--- config.mk ---
export PLATFORM = sky130hd
export DESIGN_NAME = l1_biu_seq_flat
export DESIGN_NICKNAME = d
export VERILOG_FILES = /design/src/rtl/l1_biu_seq_pkg.sv /design/src/rtl/l1_biu_seq_if.sv /design/src/rtl/l1_biu_seq_watchdog.sv /design/src/rtl/l1_biu_seq.sv /design/src/flat_wrapper.sv
export SDC_FILE = /design/constraint.sdc
export NUM_CORES = 1
export LEC_CHECK = 0
export CELL_PAD_IN_SITES_DETAIL_PLACEMENT = 1
export CELL_PAD_IN_SITES_GLOBAL_PLACEMENT = 2
export CORE_AREA = 2 2 115 117
export CTS_CLUSTER_SIZE = 16
export DETAILED_ROUTE_END_ITERATION = 8
export DIE_AREA = 0 0 117 119
export GPL_ROUTABILITY_DRIVEN = 0
export PLACE_DENSITY = 0.8
export SETUP_SLACK_MARGIN = 0.5
export SLEW_MARGIN = 20
export SYNTH_ARGS = -nofsm -noshare
export SYNTH_HDL_FRONTEND = slang
export SYNTH_SLANG_ARGS = --single-unit
--- constraint.sdc ---
create_clock -name clk -period 2.2 [get_ports clk]
set_input_delay 0.33 -clock clk [delete_from_list [all_inputs] [get_ports clk]]
set_output_delay 0.33 -clock clk [all_outputs]
set_load 0.02 [all_outputs]
--- src/rtl/l1_biu_seq_pkg.sv ---
// ---------------------------------------------------------------------------
// l1_biu_pkg
// Shared constants for the L1 instruction-cache bus-interface sequencer.
//   - State encoding (IDLE..ERR), kept as plain localparams so the values
//     line up with the existing cache-side debug decode.
//   - Request-kind encoding (KIND_LINE / KIND_RD / KIND_WR).
//   - Default line-size exponent.
//   - pick_kind(): fixed-priority request arbitration used in IDLE.
// ---------------------------------------------------------------------------
package l1_biu_pkg;

  localparam int DEF_LINE_WID = 8;

  localparam logic [2:0] IDLE = 3'd0;
  localparam logic [2:0] LINE = 3'd1;
  localparam logic [2:0] RD   = 3'd2;
  localparam logic [2:0] WR   = 3'd3;
  localparam logic [2:0] DONE = 3'd4;
  localparam logic [2:0] ERR  = 3'd5;

  localparam logic [1:0] KIND_NONE = 2'd0;
  localparam logic [1:0] KIND_LINE = 2'd1;
  localparam logic [1:0] KIND_RD   = 2'd2;
  localparam logic [1:0] KIND_WR   = 2'd3;

  // Line refill beats uncached read, which beats write-through.
  function automatic logic [1:0] pick_kind(input logic line_req,
                                           input logic rd_req,
                                           input logic wr_req);
    logic [1:0] kind;
    if (line_req) begin
      kind = KIND_LINE;
    end else if (rd_req) begin
      kind = KIND_RD;
    end else if (wr_req) begin
      kind = KIND_WR;
    end else begin
      kind = KIND_NONE;
    end
    return kind;
  endfunction

endpackage

--- src/rtl/l1_biu_seq_if.sv ---
// ---------------------------------------------------------------------------
// l1_biu_seq_if
// Byte-wide req/ack memory bus between the L1 sequencer and the SoC bus.
//   bus_req    beat request (held stable until ack or err)
//   bus_we     1 = write beat
//   bus_addr   beat address
//   bus_wdata  write data
//   bus_rdata  read data, valid with bus_ack
//   bus_ack    beat completed
//   bus_err    beat failed; wins over bus_ack in the same cycle
// Modports: master = sequencer side, slave = memory side.
// ---------------------------------------------------------------------------
interface l1_biu_seq_if #(
  parameter int ADDR_WIDTH = 24
);

  logic                  bus_req;
  logic                  bus_we;
  logic [ADDR_WIDTH-1:0] bus_addr;
  logic [7:0]            bus_wdata;
  logic [7:0]            bus_rdata;
  logic                  bus_ack;
  logic                  bus_err;

  modport master (
    output bus_req,
    output bus_we,
    output bus_addr,
    output bus_wdata,
    input  bus_rdata,
    input  bus_ack,
    input  bus_err
  );

  modport slave (
    input  bus_req,
    input  bus_we,
    input  bus_addr,
    input  bus_wdata,
    output bus_rdata,
    output bus_ack,
    output bus_err
  );

endinterface

--- src/rtl/l1_biu_seq_watchdog.sv ---
// ---------------------------------------------------------------------------
// l1_biu_watchdog
// Per-beat wait counter. Counts cycles while enable is high, saturating at
// TIMEOUT_CYC; clear returns it to zero. expire is high while the count sits
// at TIMEOUT_CYC, the beat is still pending and no clear is present.
// Ports:
//   clk, rst  clock, synchronous active-high reset
//   clear     restart counting (new beat / ack / bus idle)
//   enable    a beat is outstanding
//   expire    beat has waited TIMEOUT_CYC cycles
// ---------------------------------------------------------------------------
module l1_biu_watchdog #(
  parameter int TIMEOUT_CYC = 255
) (
  input  logic clk,
  input  logic rst,
  input  logic clear,
  input  logic enable,
  output logic expire
);

  localparam int CW = (TIMEOUT_CYC < 1) ? 1 : $clog2(TIMEOUT_CYC + 1);
  localparam logic [CW-1:0] LIMIT = CW'(TIMEOUT_CYC);

  logic [CW-1:0] cnt_r;

  // Wait counter: cleared on request, saturates at the limit.
  always_ff @(posedge clk) begin
    if (rst) begin
      cnt_r <= {CW{1'b0}};
    end else if (clear) begin
      cnt_r <= {CW{1'b0}};
    end else if (enable && (cnt_r != LIMIT)) begin
      cnt_r <= cnt_r + {{(CW-1){1'b0}}, 1'b1};
    end else begin
      cnt_r <= cnt_r;
    end
  end

  assign expire = enable & ~clear & (cnt_r == LIMIT);

endmodule

--- src/rtl/l1_biu_seq.sv ---
// ---------------------------------------------------------------------------
// l1_biu_seq
// Bus-interface sequencer behind the direct-mapped L1 instruction cache.
// Runs line refills, single uncached reads and single write-throughs over a
// byte-wide req/ack bus and produces the strobes the line-fill datapath uses.
//
// Optional feature macro: L1_BIU_TIMEOUT_EN
//   defined   -> a beat waiting TIMEOUT_CYC cycles without ack aborts as if
//                bus_err had been seen (l1_biu_watchdog instantiated)
//   undefined -> the sequencer waits indefinitely for ack/err
//
// Ports:
//   clk, rst             clock, synchronous active-high reset
//   read_line_req        request a line refill (base = pa, low bits zeroed)
//   read_req             request one uncached byte read at pa
//   write_through_req    request one byte write of wt_data at pa
//   pa, wt_data          request address / write data (sampled in IDLE)
//   line_data            registered read data to the cache
//   addr_count           byte index of the beat on line_data
//   line_write           cache writes line_data at addr_count this cycle
//   cache_entry_refill   pulse: tag of the refilled line becomes valid
//   trans_rdy            pulse: transaction completed
//   bus_error            pulse: transaction aborted
//   busy                 sequencer not in IDLE
//   bus                  memory bus (master modport)
// ---------------------------------------------------------------------------
module l1_biu_seq
  import l1_biu_pkg::*;
#(
  parameter int ADDR_WIDTH  = 24,
  parameter int LINE_WID    = DEF_LINE_WID,
  parameter int TIMEOUT_CYC = 255
) (
  input  logic                  clk,
  input  logic                  rst,
  input  logic                  read_line_req,
  input  logic                  read_req,
  input  logic                  write_through_req,
  input  logic [ADDR_WIDTH-1:0] pa,
  input  logic [7:0]            wt_data,
  output logic [7:0]            line_data,
  output logic [LINE_WID-1:0]   addr_count,
  output logic                  line_write,
  output logic                  cache_entry_refill,
  output logic                  trans_rdy,
  output logic                  bus_error,
  output logic                  busy,
  l1_biu_seq_if.master          bus
);

  localparam logic [LINE_WID-1:0] BEAT_ZERO = {LINE_WID{1'b0}};
  localparam logic [LINE_WID-1:0] BEAT_LAST = {LINE_WID{1'b1}};
  localparam logic [LINE_WID-1:0] BEAT_ONE  = {{(LINE_WID-1){1'b0}}, 1'b1};

  logic [2:0]            state_r;
  logic [ADDR_WIDTH-1:0] base_r;
  logic [7:0]            wdata_r;
  logic [LINE_WID-1:0]   beat_r;
  logic [7:0]            line_data_r;
  logic [LINE_WID-1:0]   addr_count_r;
  logic                  line_write_r;
  logic                  refill_r;
  logic                  trans_rdy_r;
  logic                  bus_error_r;
  logic                  busy_r;
  logic                  bus_req_r;
  logic                  bus_we_r;
  logic [ADDR_WIDTH-1:0] bus_addr_r;
  logic [7:0]            bus_wdata_r;

  logic [1:0]            req_kind_s;
  logic                  timeout_s;
  logic                  fail_s;
  logic                  ack_s;
  logic [LINE_WID-1:0]   beat_nxt_s;
  logic [ADDR_WIDTH-1:0] line_base_s;

  assign req_kind_s  = pick_kind(read_line_req, read_req, write_through_req);
  // bus_err (or a timeout) always wins over a same-cycle ack.
  assign fail_s      = bus.bus_err | timeout_s;
  assign ack_s       = bus.bus_ack & ~fail_s;
  assign beat_nxt_s  = beat_r + BEAT_ONE;
  assign line_base_s = {pa[ADDR_WIDTH-1:LINE_WID], BEAT_ZERO};

`ifdef L1_BIU_TIMEOUT_EN
  logic wd_clear_s;

  // A new beat is always either the first one (bus_req was low) or follows
  // an ack, so these two terms restart the count for every beat.
  assign wd_clear_s = bus.bus_ack | ~bus_req_r;

  l1_biu_watchdog #(
    .TIMEOUT_CYC (TIMEOUT_CYC)
  ) u_watchdog (
    .clk    (clk),
    .rst    (rst),
    .clear  (wd_clear_s),
    .enable (bus_req_r),
    .expire (timeout_s)
  );
`else
  logic unused_timeout_s;

  assign timeout_s        = 1'b0;
  assign unused_timeout_s = (TIMEOUT_CYC == 0);
`endif

  // Sequencer FSM with all outputs registered; pulses default low each cycle.
  always_ff @(posedge clk) begin
    if (rst) begin
      state_r      <= IDLE;
      base_r       <= {ADDR_WIDTH{1'b0}};
      wdata_r      <= 8'h00;
      beat_r       <= BEAT_ZERO;
      line_data_r  <= 8'h00;
      addr_count_r <= BEAT_ZERO;
      line_write_r <= 1'b0;
      refill_r     <= 1'b0;
      trans_rdy_r  <= 1'b0;
      bus_error_r  <= 1'b0;
      busy_r       <= 1'b0;
      bus_req_r    <= 1'b0;
      bus_we_r     <= 1'b0;
      bus_addr_r   <= {ADDR_WIDTH{1'b0}};
      bus_wdata_r  <= 8'h00;
    end else begin
      line_write_r <= 1'b0;
      refill_r     <= 1'b0;
      trans_rdy_r  <= 1'b0;
      bus_error_r  <= 1'b0;
      case (state_r)
        IDLE: begin
          beat_r <= BEAT_ZERO;
          case (req_kind_s)
            KIND_LINE: begin
              state_r     <= LINE;
              base_r      <= line_base_s;
              wdata_r     <= wt_data;
              busy_r      <= 1'b1;
              bus_req_r   <= 1'b1;
              bus_we_r    <= 1'b0;
              bus_addr_r  <= line_base_s;
              bus_wdata_r <= 8'h00;
            end
            KIND_RD: begin
              state_r     <= RD;
              base_r      <= pa;
              wdata_r     <= wt_data;
              busy_r      <= 1'b1;
              bus_req_r   <= 1'b1;
              bus_we_r    <= 1'b0;
              bus_addr_r  <= pa;
              bus_wdata_r <= 8'h00;
            end
            KIND_WR: begin
              state_r     <= WR;
              base_r      <= pa;
              wdata_r     <= wt_data;
              busy_r      <= 1'b1;
              bus_req_r   <= 1'b1;
              bus_we_r    <= 1'b1;
              bus_addr_r  <= pa;
              bus_wdata_r <= wt_data;
            end
            default: begin
              state_r <= IDLE;
              busy_r  <= 1'b0;
            end
          endcase
        end

        LINE: begin
          if (fail_s) begin
            state_r     <= ERR;
            bus_error_r <= 1'b1;
            bus_req_r   <= 1'b0;
            bus_addr_r  <= {ADDR_WIDTH{1'b0}};
          end else if (ack_s) begin
            line_data_r  <= bus.bus_rdata;
            addr_count_r <= beat_r;
            line_write_r <= 1'b1;
            if (beat_r == BEAT_LAST) begin
              // Last write lands together with the completion pulses.
              state_r     <= DONE;
              beat_r      <= BEAT_ZERO;
              trans_rdy_r <= 1'b1;
              refill_r    <= 1'b1;
              bus_req_r   <= 1'b0;
              bus_addr_r  <= {ADDR_WIDTH{1'b0}};
            end else begin
              beat_r     <= beat_nxt_s;
              bus_addr_r <= {base_r[ADDR_WIDTH-1:LINE_WID], beat_nxt_s};
            end
          end else begin
            state_r <= LINE;
          end
        end

        RD: begin
          if (fail_s) begin
            state_r     <= ERR;
            bus_error_r <= 1'b1;
            bus_req_r   <= 1'b0;
            bus_addr_r  <= {ADDR_WIDTH{1'b0}};
          end else if (ack_s) begin
            state_r     <= DONE;
            line_data_r <= bus.bus_rdata;
            trans_rdy_r <= 1'b1;
            bus_req_r   <= 1'b0;
            bus_addr_r  <= {ADDR_WIDTH{1'b0}};
          end else begin
            state_r <= RD;
          end
        end

        WR: begin
          if (fail_s) begin
            state_r     <= ERR;
            bus_error_r <= 1'b1;
            bus_req_r   <= 1'b0;
            bus_we_r    <= 1'b0;
            bus_addr_r  <= {ADDR_WIDTH{1'b0}};
            bus_wdata_r <= 8'h00;
          end else if (ack_s) begin
            state_r     <= DONE;
            trans_rdy_r <= 1'b1;
            bus_req_r   <= 1'b0;
            bus_we_r    <= 1'b0;
            bus_addr_r  <= {ADDR_WIDTH{1'b0}};
            bus_wdata_r <= 8'h00;
          end else begin
            state_r <= WR;
          end
        end

        DONE: begin
          state_r <= IDLE;
          busy_r  <= 1'b0;
          beat_r  <= BEAT_ZERO;
        end

        ERR: begin
          state_r <= IDLE;
          busy_r  <= 1'b0;
          beat_r  <= BEAT_ZERO;
        end

        default: begin
          state_r     <= IDLE;
          busy_r      <= 1'b0;
          beat_r      <= BEAT_ZERO;
          bus_req_r   <= 1'b0;
          bus_we_r    <= 1'b0;
          bus_addr_r  <= {ADDR_WIDTH{1'b0}};
          bus_wdata_r <= 8'h00;
        end
      endcase
    end
  end

  assign line_data          = line_data_r;
  assign addr_count         = addr_count_r;
  assign line_write         = line_write_r;
  assign cache_entry_refill = refill_r;
  assign trans_rdy          = trans_rdy_r;
  assign bus_error          = bus_error_r;
  assign busy               = busy_r;

  assign bus.bus_req   = bus_req_r;
  assign bus.bus_we    = bus_we_r;
  assign bus.bus_addr  = bus_addr_r;
  assign bus.bus_wdata = bus_wdata_r;

endmodule

--- src/flat_wrapper.sv ---
// flat-port wrapper written by rule: the top's interface ports become plain ports
module l1_biu_seq_flat import l1_biu_pkg::*;
#(
  parameter int ADDR_WIDTH  = 24,
  parameter int LINE_WID    = DEF_LINE_WID,
  parameter int TIMEOUT_CYC = 255
)
  (clk, rst, read_line_req, read_req, write_through_req, pa, wt_data, line_data, addr_count, line_write, cache_entry_refill, trans_rdy, bus_error, busy, bus_bus_req, bus_bus_we, bus_bus_addr, bus_bus_wdata, bus_bus_rdata, bus_bus_ack, bus_bus_err);
  l1_biu_seq_if #(.ADDR_WIDTH(ADDR_WIDTH)) bus_i ();
  input  logic clk;
  input  logic rst;
  input  logic read_line_req;
  input  logic read_req;
  input  logic write_through_req;
  input  logic [ADDR_WIDTH-1:0] pa;
  input  logic [7:0] wt_data;
  output logic [7:0] line_data;
  output logic [LINE_WID-1:0] addr_count;
  output logic line_write;
  output logic cache_entry_refill;
  output logic trans_rdy;
  output logic bus_error;
  output logic busy;
  output wire logic [$bits(bus_i.bus_req)-1:0] bus_bus_req;
  output wire logic [$bits(bus_i.bus_we)-1:0] bus_bus_we;
  output wire logic [$bits(bus_i.bus_addr)-1:0] bus_bus_addr;
  output wire logic [$bits(bus_i.bus_wdata)-1:0] bus_bus_wdata;
  input wire logic [$bits(bus_i.bus_rdata)-1:0] bus_bus_rdata;
  input wire logic [$bits(bus_i.bus_ack)-1:0] bus_bus_ack;
  input wire logic [$bits(bus_i.bus_err)-1:0] bus_bus_err;
  assign bus_bus_req = bus_i.bus_req;
  assign bus_bus_we = bus_i.bus_we;
  assign bus_bus_addr = bus_i.bus_addr;
  assign bus_bus_wdata = bus_i.bus_wdata;
  assign bus_i.bus_rdata = bus_bus_rdata;
  assign bus_i.bus_ack = bus_bus_ack;
  assign bus_i.bus_err = bus_bus_err;
  l1_biu_seq #(.ADDR_WIDTH(ADDR_WIDTH), .LINE_WID(LINE_WID), .TIMEOUT_CYC(TIMEOUT_CYC)) u_core (.clk(clk), .rst(rst), .read_line_req(read_line_req), .read_req(read_req), .write_through_req(write_through_req), .pa(pa), .wt_data(wt_data), .line_data(line_data), .addr_count(addr_count), .line_write(line_write), .cache_entry_refill(cache_entry_refill), .trans_rdy(trans_rdy), .bus_error(bus_error), .busy(busy), .bus(bus_i));
endmodule
# Yosys cells after proc, flatten, opt, wreduce, memory -nomap -nowiden
# Index checks and enable logic that the tools add are counted.
[totals]
regBits = 90
input_bits = 47
[op_classes]
add_sub_neg = 1
n_eq_ne = 19
muxes = 45
n_bitwise = 7
n_reduce_logical = 19
[ops]
columns = ["operator", "n"]
rows = [
  ["$mux 24", 5],
  ["$pmux 24 s4", 1],
  ["$pmux 24 s2", 1],
  ["$mux 8", 5],
  ["$pmux 8 s2", 2],
  ["$pmux 8 s3", 1],
  ["$mux 3", 7],
  ["$reduce_or 2->1", 7],
  ["$mux 1", 13],
  ["$pmux 3 s4", 1],
  ["$reduce_and 3->1", 4],
  ["$ne 3x2->1 const B", 3],
  ["$add 8x1->8 const B", 1],
  ["$eq 8x8->1 const B", 1],
  ["$eq 3x2->1 const B", 2],
  ["$eq 3x3->1 const B", 2],
  ["$mux 2", 3],
  ["$ne 3x3->1 const B", 2],
  ["$not 1->1", 6],
  ["$pmux 1 s2", 3],
  ["$pmux 2 s3", 1],
  ["$reduce_or 3->1", 2],
  ["$reduce_and 5->1", 1],
  ["$eq 2x2->1 const B", 2],
  ["14 further kinds", 15],
]

# Logic depth before layout (Yosys ltp)
[logic_depth]
word_depth = 7
ltp_mapped = 9

# Worst setup path before layout
# OpenSTA, ideal clock, no wires.
[synth_path]
path_kind = "input -> register"
from = "input port write_through_req"
to = "register u_core.bus_addr_r[6] (netlist: u_core.bus.bus_addr[6])"
setup_time_ps = 70
arrival_time_ps = 1817
path_slack_ps = 313
path_stages = 8
n_path_buf = 1
path_cell_list = "nor2b_1 or2_2 ha_1 nor3_1 nand2_1 a21oi_4 buf_4 o2bb2ai_1"
[synth_between]
elab_chain_len = 7
word_cells_on_any_way = 11
classes_between = "4 x eq/ne; 5 x mux; 2 x reduce/logical"
[synth_rtl]
columns = ["element", "line_no", "rtl"]
rows = [
  ["start: declaration", "flat_wrapper.sv:14", "input logic write_through_req;"],
  ["$mux 2 *", "l1_biu_seq_pkg.sv:35", "end else if (wr_req) begin"],
  ["$mux 2 *", "l1_biu_seq_pkg.sv:33", "end else if (rd_req) begin"],
  ["$mux 2 *", "l1_biu_seq_pkg.sv:31", "if (line_req) begin"],
  ["$eq 2x2->1", "l1_biu_seq.sv:134", "case (req_kind_s)"],
  ["$reduce_or 2->1 (no source line)", "-", ""],
  ["$pmux 24 s2 or $ne 3x3->1 (tied branches)", "-", ""],
  ["$pmux 24 s4 or $reduce_and 4->1 (tied branches)", "-", ""],
  ["end signal: assignment", "l1_biu_seq.sv:124", "bus_addr_r <= {ADDR_WIDTH{1'b0}};"],
  ["end signal: assignment", "l1_biu_seq.sv:142", "bus_addr_r <= line_base_s;"],
  ["end signal: assignment", "l1_biu_seq.sv:152", "bus_addr_r <= pa;"],
  ["end: declaration", "l1_biu_seq.sv:68", "logic [ADDR_WIDTH-1:0] bus_addr_r;"],
]
# Every way passes the cells marked *; elsewhere a longest branch is shown, timed or not. The select of a mux whose other input is x is not followed.
# A chain may end at the register's enable or synchronous reset.

# Final worst setup path
[layout_path]
from = "register u_core.bus_addr_r[3] (netlist: u_core.bus.bus_addr[3])"
to = "output port bus_bus_addr[3]"
[layout_lines]
columns = ["element", "line_no", "rtl"]
rows = [
  ["end: declaration", "flat_wrapper.sv:26", "output wire logic [$bits(bus_i.bus_addr)-1:0] bus_bus_addr;"],
]
# No word-level cell between the ends.

==> impl_results.md <==
- Status: complete, no violations
- CTS Root Cell: clkbuf_16
- Vias in the first global route: between 3000 and 4000
- CP Capture Type: primary output
- Fraction of the cycle the final worst path needs: ~76%
- Worst vdd ir: between 0.0003 and 0.0004 V
- Util after Layout: 42.17%
- Area of the mapped netlist: ~0.0035 sq mm
- CTS Sinks: a little over 80
- Syn_nets: approximately 430
- HP Start: u_core.addr_count[2]$_SDFFE_PP0P_
- Worst-margin pin slew: ~0.40 ns
- DIE AREA: ~0.014 sq mm
- Synth cell types: 54
- Share of layout cells above drive strength 1: ~20%
- Syn_area_per_cell: ~9 sq um
- # IOs: ~100
- GR Overflow Total: 0
- Core box area: between 0.01 and 0.015 sq mm
- CP max stage cell: clkdlybuf4s50_1
- Synthesis-to-finish area growth: 56.81%
- DR iter-0 viols: between 100 and 150
- Die Y-Extent: roughly 120 um
- Most frequent cells after synthesis: 82 x dfxtp_1, 56 x nand2_1, 33 x a21oi_1, 22 x o2bb2ai_1, 20 x a22oi_1
- Via density per instance: about 4.9
- RSZ-0062 raised after global routing: yes
- Critical path data arrival time: roughly 1.4 ns
- Post-synth top area cell: dfxtp_1
- Skew-Pair Late Insertion Delay: approximately 0.35 ns
- Crit path launch type: register
- Hold crit path type: register to register
- Drt wl/cell: between 15 and 20 um
- Max Cap Viol: 0
- Largest buffer count on any clock path: 2
- Reg2reg end: u_core.bus.bus_addr[8]$_SDFFE_PP0P_
- Pleak: ~2.1 nW
- Area share of the largest cell type after synthesis: between 40 and 50%
- Largest net degree at the start of global routing: 32
- Post-placement worst setup slack: -0.2653 ns
- Fin. Hold Viols: 0
- Bufs and invs on worst path: 1
- FFs w/ async S/R, synth: 0%
- Max-slew headroom: approximately 73%
- Antenna violations before repair: 0
- Fmax: a little under 600 MHz
- Final Skew: 0.01269 ns
- #FFs+latches synth: 82
- Global-route wire length before repair: roughly 18 mm
- DIE WIDTH: between 100 and 150 um
- Hold path depth: 2
- Ys flop type: dfxtp_1
- Count leader, synth: dfxtp_1
- Worst R2R Start: u_core.beat_r[3]$_SDFFE_PP0P_
- Crit path largest cell delay: between 0.6 and 0.7 ns
- H-tree depth: 3
- Number of setup violations in the final report: 0
- Largest cells by area after synthesis: dfxtp_1 47%, nand2_1 6.1%, o2bb2ai_1 5.6%
- Ant diodes: 0
- Flop2flop setup slack: between 0.5 and 0.6 ns
- GRT Total Usage: between 15 and 20%
- Starting density of the core: between 20 and 30%
- Final ANT Viol Nets: 0
- Total CTS buffers: 9
- Post-Synthesis Cells: around 380
- Power per cell area: between 700 and 800 mW/mm^2
- Fin worst setup slack: 0.5224 ns
- Final nets: 550
- DRC viols: 0
- Slew Limit Fails: 0
- Final min period: 1.678 ns
- Post-synth EDFFs: 0
- CP required: 1.87 ns
- FP Rows: 42
- Initial DRT Pass Iterations: 4
- Post-synthesis sequential area ratio: 47.42%
- HPWL Detailed: 7.934 mm
- Reg2Reg Depth: 5
- Post-Route WL: around 11 mm
- Port Buffers: between 100 and 150
- Hold EP: u_core.addr_count[2]$_SDFFE_PP0P_
- Crit-path max FO: 2
- CP delay by family, top: buffers and inverters
- Clk pin slew, worst setup/hold paths: about 0.07 ns
- Yosys warnings: 0
- Critical path class: register to primary output
- TritonCTS clock tree: built
- Via count: roughly 3300
- CP cell instances: clkdlybuf4s50_1
-- cell families (layout without fill, tap and decap cells) --
group                      Yosys count  in the layout  share of synthesized area (%)
and+or+nand+nor                    121            121                          17.35
AOI/OAI and AO/OA                  117            117                          24.65
DFF                                 82             82                          47.42
buffers and inverters               39            166                          5.457
muxes                                8              8                          2.313
adders and majority gates            5              5                          1.807
xor gates and xnor gates             4              4                          1.012
-- how the worst max path moves through the flow --
stage                                                      end  slack, ns                                start  cells past startpoint
after floorplan            u_core.bus.bus_addr[6]$_SDFFE_PP0P_       0.50                    write_through_req                      8
after global placement     u_core.bus.bus_addr[8]$_SDFFE_PP0P_      -0.20                             read_req                      9
after detailed placement  u_core.bus.bus_addr[11]$_SDFFE_PP0P_      -0.27                             read_req                      9
after CTS                  u_core.bus.bus_addr[2]$_SDFFE_PP0P_       0.49                    write_through_req                     10
after global routing      u_core.bus.bus_addr[12]$_SDFFE_PP0P_       0.45        u_core.beat_r[3]$_SDFFE_PP0P_                      5
final                                          bus_bus_addr[3]       0.52  u_core.bus.bus_addr[3]$_SDFFE_PP0P_                      1
-- per-layer routing --
layer / vias to the layer above / GRT usage [%] / part of all wire (%)
met5: - / 0 / 0
met3: 11 / 4.071 / 4.3
met1: 1612 / 21.69 / 47
li1: 1606 / - / -
met4: 0 / 5.735 / 1.5
met2: 82 / 26.26 / 48
-- through the flow --
step | TNS, ns | power, mW | hold slack (ns) | cell area [sq um] | cells
final | 0 | 4.127 | 0.4556 | 5429 | 679
after global routing | 0 | 4.314 | 0.4748 | 5429 | 679
after CTS | 0 | 4.133 | 0.4548 | 5324 | 672
after detailed placement | -5.707 | 2.616 | 0.4398 | 4878 | 648
after global placement | -4.415 | 2.587 | 0.4325 | 4878 | 648
after floorplan | 0 | 2.177 | 0.4360 | 3552 | 376
-- where the power goes --
group | leakage, nW | switching (mW) | internal (mW)
combinational | 1.34 | 0.511 | 0.504
clock | 0.132 | 0.637 | 0.800
sequential | 0.671 | 0.0835 | 1.59
total | 2.14 | 1.23 | 2.90
-- repair_timing --
item                       CTS  global route
setup endpoints to repair   65            44
setup buffers                7             6
cloned                       1             1
resized for setup           28            23
pin swaps                    7             5
hold buffers                 0             0
-- cells in the final DEF, fill, tap and decap left out, types with 3 or more instances in the layout --
cell             count
clkdlybuf4s50_1     87
buf_12               7
a31oi_1              4
dlymetal6s2s_1       7
nand2b_1             5
o2bb2ai_2            7
ha_4                 3
a311oi_1             4
a22o_1              10
o2bb2ai_1           14
clkbuf_16            9
nand2_1             55
mux2i_1              8
nand3_1             10
or3_1                4
a22oi_1             20
dfxtp_1             77
xnor2_1              3
dlygate4sd2_1        3
nor3b_1              3
nor2_1              16
o21ai_0              5
buf_4               30
dfxtp_4              3
nand4_1              3
a21oi_1             33
inv_1                5
buf_6                3
-- state kept, by name, indices dropped and copies added (netlist names) --
register / cells
u_core.bus.bus_addr: 24
u_core.base_r: 16
u_core.addr_count: 8
u_core.beat_r: 8
u_core.bus.bus_wdata: 8
u_core.line_data: 8
u_core.state_r: 3
u_core.bus.bus_req: 1
u_core.bus.bus_we: 1
u_core.bus_error: 1
u_core.busy: 1
u_core.cache_entry_refill: 1
u_core.line_write: 1
u_core.trans_rdy: 1
-- area by class of cell --
cell class / instances / area [sq um]
fill: 1484 / 7446
multi-input combinational: 255 / 1800
tap: 176 / 220.2
clock inverter: 5 / 37.54
inverter: 7 / 26.28
clock buffer: 11 / 242.7
timing repair buffer: 143 / 1446
sequential: 82 / 1655
Note: power is estimated with default switching activity, not from simulation.
